File: src/rtl/exc_sched.sv
// rtl/exc_sched.sv - exception/interrupt scheduler feeding CP0, with post-issue flush window
module exc_sched #(
    parameter int FLUSH_CYCLES = 2,
    parameter int DS_ADJ       = 4
) (
    input  logic        cpu_clk_75M,
    input  logic        cpu_rst_n,
    input  logic        mem_valid_i,
    input  logic        mem_stall_i,
    input  logic [31:0] mem_pc_i,
    input  logic        mem_in_delay_i,
    input  logic [7:0]  mem_exc_i,
    input  logic [31:0] mem_daddr_i,
    input  logic [31:0] status_i,
    input  logic [31:0] cause_i,
    output logic [4:0]  exc_code_o,
    output logic [31:0] exc_epc_o,
    output logic [31:0] exc_badvaddr_o,
    output logic        exc_in_delay_o,
    output logic        flush_o,
    output logic        stall_o,
    output logic        busy_o,
    output logic [15:0] exc_count_o
);

    localparam logic [4:0] EC_INT  = 5'h00;
    localparam logic [4:0] EC_ADEL = 5'h04;
    localparam logic [4:0] EC_ADES = 5'h05;
    localparam logic [4:0] EC_SYS  = 5'h08;
    localparam logic [4:0] EC_BP   = 5'h09;
    localparam logic [4:0] EC_RI   = 5'h0A;
    localparam logic [4:0] EC_OV   = 5'h0C;
    localparam logic [4:0] EC_ERET = 5'h0E;
    localparam logic [4:0] EC_NONE = 5'h1F;

    localparam int         LOAD_INT = (FLUSH_CYCLES > 1) ? (FLUSH_CYCLES - 2) : 0;
    localparam logic [3:0] CNT_LOAD = LOAD_INT[3:0];

    typedef enum logic {
        S_IDLE,
        S_FLUSH
    } state_t;

    state_t      r_state;
    logic [3:0]  r_cnt;
    logic [15:0] r_exc_count;

    logic        w_int_req;
    logic        w_accept;
    logic [4:0]  w_code;
    logic [31:0] w_badvaddr;
    logic        w_unused_ok;

    assign w_unused_ok = ^{status_i[31:16], status_i[7:2], cause_i[31:16], cause_i[7:0]};

    assign w_int_req = (|(cause_i[15:8] & status_i[15:8])) & status_i[0] & ~status_i[1];

    // Gated by reset so nothing reaches CP0 while reset is held.
    assign w_accept = cpu_rst_n & (r_state == S_IDLE) & mem_valid_i & ~mem_stall_i
                    & (w_int_req | (|mem_exc_i));

    always_comb begin
        w_code     = EC_NONE;
        w_badvaddr = 32'h0;
        if (w_int_req) begin
            w_code = EC_INT;
        end else if (mem_exc_i[0]) begin
            w_code     = EC_ADEL;
            w_badvaddr = mem_pc_i;
        end else if (mem_exc_i[1]) begin
            w_code = EC_RI;
        end else if (mem_exc_i[2]) begin
            w_code = EC_OV;
        end else if (mem_exc_i[3]) begin
            w_code = EC_SYS;
        end else if (mem_exc_i[4]) begin
            w_code = EC_BP;
        end else if (mem_exc_i[5]) begin
            w_code = EC_ERET;
        end else if (mem_exc_i[6]) begin
            w_code     = EC_ADEL;
            w_badvaddr = mem_daddr_i;
        end else if (mem_exc_i[7]) begin
            w_code     = EC_ADES;
            w_badvaddr = mem_daddr_i;
        end
    end

    assign exc_code_o     = w_accept ? w_code : EC_NONE;
    assign exc_epc_o      = w_accept ? (mem_in_delay_i ? (mem_pc_i - 32'(DS_ADJ)) : mem_pc_i) : 32'h0;
    assign exc_badvaddr_o = w_accept ? w_badvaddr : 32'h0;
    assign exc_in_delay_o = w_accept & mem_in_delay_i;
    assign flush_o        = w_accept | (r_state == S_FLUSH);
    assign stall_o        = (r_state == S_FLUSH);
    assign busy_o         = (r_state != S_IDLE);
    assign exc_count_o    = r_exc_count;

    always_ff @(posedge cpu_clk_75M or negedge cpu_rst_n) begin
        if (!cpu_rst_n) begin
            r_state     <= S_IDLE;
            r_cnt       <= 4'h0;
            r_exc_count <= 16'h0;
        end else begin
            case (r_state)
                S_IDLE: begin
                    if (w_accept) begin
                        if (r_exc_count != 16'hFFFF) begin
                            r_exc_count <= r_exc_count + 16'h1;
                        end
                        if (FLUSH_CYCLES > 1) begin
                            r_state <= S_FLUSH;
                            r_cnt   <= CNT_LOAD;
                        end
                    end
                end
                S_FLUSH: begin
                    if (r_cnt == 4'h0) begin
                        r_state <= S_IDLE;
                    end else begin
                        r_cnt <= r_cnt - 4'h1;
                    end
                end
                default: r_state <= S_IDLE;
            endcase
        end
    end

endmodule

File: config.mk
export PLATFORM = sky130hd
export DESIGN_NAME = exc_sched
export DESIGN_NICKNAME = d
export VERILOG_FILES = /design/src/rtl/exc_sched.sv
export SDC_FILE = /design/constraint.sdc
export NUM_CORES = 1
export LEC_CHECK = 0
export BUFFER_PORTS_ARGS = -buffer_cell sky130_fd_sc_hd__buf_2
export CAP_MARGIN = 30
export CORE_AREA = 2 2 89 91
export CTS_BUF_LIST = sky130_fd_sc_hd__clkbuf_4 sky130_fd_sc_hd__clkbuf_8
export CTS_CLUSTER_DIAMETER = 120
export CTS_CLUSTER_SIZE = 30
export DETAILED_ROUTE_END_ITERATION = 8
export DIE_AREA = 0 0 91 93
export PLACE_DENSITY = 0.75
export SLEW_MARGIN = 5
export SYNTH_ARGS = -nofsm -noshare
export SYNTH_HDL_FRONTEND = slang
export SYNTH_SLANG_ARGS = --single-unit
File: constraint.sdc
create_clock -name cpu_clk_75M -period 4.55 [get_ports cpu_clk_75M]
set_input_delay 0.91 -clock cpu_clk_75M [delete_from_list [all_inputs] [get_ports cpu_clk_75M]]
set_output_delay 0.91 -clock cpu_clk_75M [all_outputs]
set_load 0.05 [all_outputs]
==> results.md <==
- Met2 Wirelength: 4010 um
- Routed vias: 2988
- Type of the worst setup path: input port to output port
- Min Tclk post-route: 4.32 ns
- Type of origin of the critical path: input port
- Yosys warns: 0
- Placed cell count: 590
- Internal: 0.000452 W
- Residual DRC: 0
- Drt pass-1 iters: 4
- GRT Util Overall: 0.178
- # H-tree levels: 1
- Layout Utilization: 0.454
- Sequential fraction of the synthesis area: 0.225
- Clk sink count: 21
- Status: completed
- Worst hold path type: register to register
- Iteration-0 DRC Markers: 74
- Combinational share of power: 0.572
- Worst slew pin tran: 0.882 ns
- First-pass GRT wire length: 12600 um
- Layout overhead on the synthesized area: 46.7%
- Synth area leaders: dfrtp_1, mux2i_1, nor2_1
- Synthesized area per cell: 7.45 um2
- Synth Instances: 313
- Most frequent cells in the layout: buf_2, nor2_1, mux2i_1
- Syn nets: 457
- EDFF count, synth: 0
- Total wire length: 8000 um
- Final setup violation count: 0
- Total negative slack: 0 ns
- CTS resizes: 0
- Die height: 93 um
- Power per cell area: 277 nW/um2
- Root Driver: clkbuf_8
- Nets: 637
- Worst Slack Setup Final: 0.235 ns
- Number of synthesized register bits: 21
- Ant diodes: 0
- Clock Tree Buf Depth: 2
- Leak pwr: 1.84 nW
- Final period util: 0.948
- IO Count: 230
- IO Port Bufs: 183
- Setup bufs post-CTS: 0
- Largest net degree at the start of global routing: 39
- Cell taking the most area after synthesis: dfrtp_1
- Final hold vios: 0
- Fin Clk Skew: 0.0113 ns
- F_max: 232 MHz
- WL per Instance: 13.5 um
- Crit-path max FO: 4
- Headroom to the max-slew limit: 0.408
- Finished Layout Cells: 594
- Most common cell after layout, fill and taps aside: buf_2
- Layout cells sized above 1: 0.417
- Clk pwr share: 0.129
- Filler cells: 772
- Max layer used: met5
- Dpl ws: 0.225 ns
- DRT antenna net count: 0
- Core region area: 7530 um2
- Worst Setup End Kind: output port
- Die Area: 8460 um2
- Number of global-route vias before repair: 2757
- Met3 wire len: 587 um
- Worst endpoint required time: 3.64 ns
- # rows: 32
- Met1 WL: 3320 um
- RSZ-0062 raised after global routing: false
- Num CTS Buffers: 3
- Netlist cell types: 45
- Die Wd: 91 um
- Most frequently used flop master after synthesis: dfrtp_1
- CTS tree: done
- Initial antenna violation count: 1
- Maximum vdd ir drop: 0.000113 V
- Switching pwr: 0.000495 W
- Slew Limit Fails: 0
- Hold-fix buffers, CTS: 0
- Initial Util: 0.310
- Mapped cell area: 2330 um2
- Sw Ratio: 0.523
- Clk_lat worst skew: 0.26 ns
- Seq pwr share: 0.298
- Total gr overflow: 0
- RePlAce Congestion: 0.820
- Worst-path clk slew: 0.07 ns
- Post-synth top area share: 0.225
- Max-cap viol count: 0
- Async SR Flop Fraction: 1.00
- DR vias/cell: 5.03
- Final HPWL DP: 6600 um
- Critical path arrival: 3.41 ns
- Hold_ws: 0.487 ns
==> cell usage after synthesis (2+ instances only) <==
master    instances
or3_1             5
nor3_1           18
nor4_1           12
nand2_1          14
ha_1              3
nand3b_1          2
dfrtp_1          21
and2_1            3
and3_1            5
buf_1             5
nor4b_1           2
o21ai_0          11
nor2_1           67
or4_4             2
o31ai_1           4
mux2i_1          31
a22oi_1           3
xnor2_1          14
nand2b_1          3
or2_2             3
o211ai_1          2
xor2_1           22
nand3_1          12
or4_1             5
clkbuf_1          9
inv_1             7
a21oi_1          10
==> worst paths after layout <==
path	start	end	slack, ns	cells past startpoint
worst min-delay path	exc_count_o[7]	exc_count_o[7]	0.49	1
worst max register to register	busy_o	exc_count_o[1]	2.12	7
max in group asynchronous	cpu_rst_n	exc_count_o[0]	3.70	2
worst min register to register	exc_count_o[7]	exc_count_o[7]	0.49	1
min in group asynchronous	cpu_rst_n	exc_count_o[14]	0.62	2
worst max-delay path	mem_pc_i[13]	exc_epc_o[21]	0.23	8
==> logic make-up after synthesis <==
family | share of synthesized area
adders and majority gates | 0.0161
xor gates and xnor gates | 0.135
DFF | 0.225
buffers and inverters | 0.0370
and+or+nand+nor | 0.345
muxes | 0.138
AOI/OAI and AO/OA | 0.104
==> per-layer routing <==
metal / vias up / GRT usage
met5: - / 0
met1: 1381 / 0.218
li1: 1475 / -
met2: 124 / 0.328
met3: 6 / 0.0330
met4: 2 / 0.0303
==> layout make-up <==
cell class | instances | area (um2) | area share
flip-flops and latches | 21 | 526 | 0.154
well taps | 102 | 128 | 0.0373
inverters | 7 | 26.3 | 0.00768
repair buffers | 190 | 968 | 0.283
multi-input cells | 270 | 1730 | 0.505
clock inverters | 1 | 5.00 | 0.00146
clock buffers | 3 | 41.3 | 0.0121
==> registers in the layout, indices dropped and copies added (netlist names) <==
register	count
exc_count_o	16
busy_o	1
r_cnt	4
==> power groups by stage <==
stage	clock network, W	logic [W]	registers (W)
global placement	0	0.000531	0.000283
finish	0.000122	0.000542	0.000282
detailed placement	0	0.000544	0.000286
global route	0.000134	0.000585	0.000291
CTS	0.000126	0.000546	0.000283
floorplan	0	0.000296	0.000372
==> critical path, stage by stage <==
cell,delay (ns)
buf_2,0.12
or4_4,0.55
or3_4,0.36
or4_4,0.54
or4_1,0.43
xor2_1,0.17
nor2_2,0.07
buf_2,0.26
==> metrics by stage <==
step	area, um2	power [W]
floorplan	2330	0.000668
global placement	3370	0.000814
detailed placement	3370	0.000830
CTS	3420	0.000954
global route	3420	0.00101
finish	3420	0.000947
No activity file was read; power rests on OpenSTA's default activity.
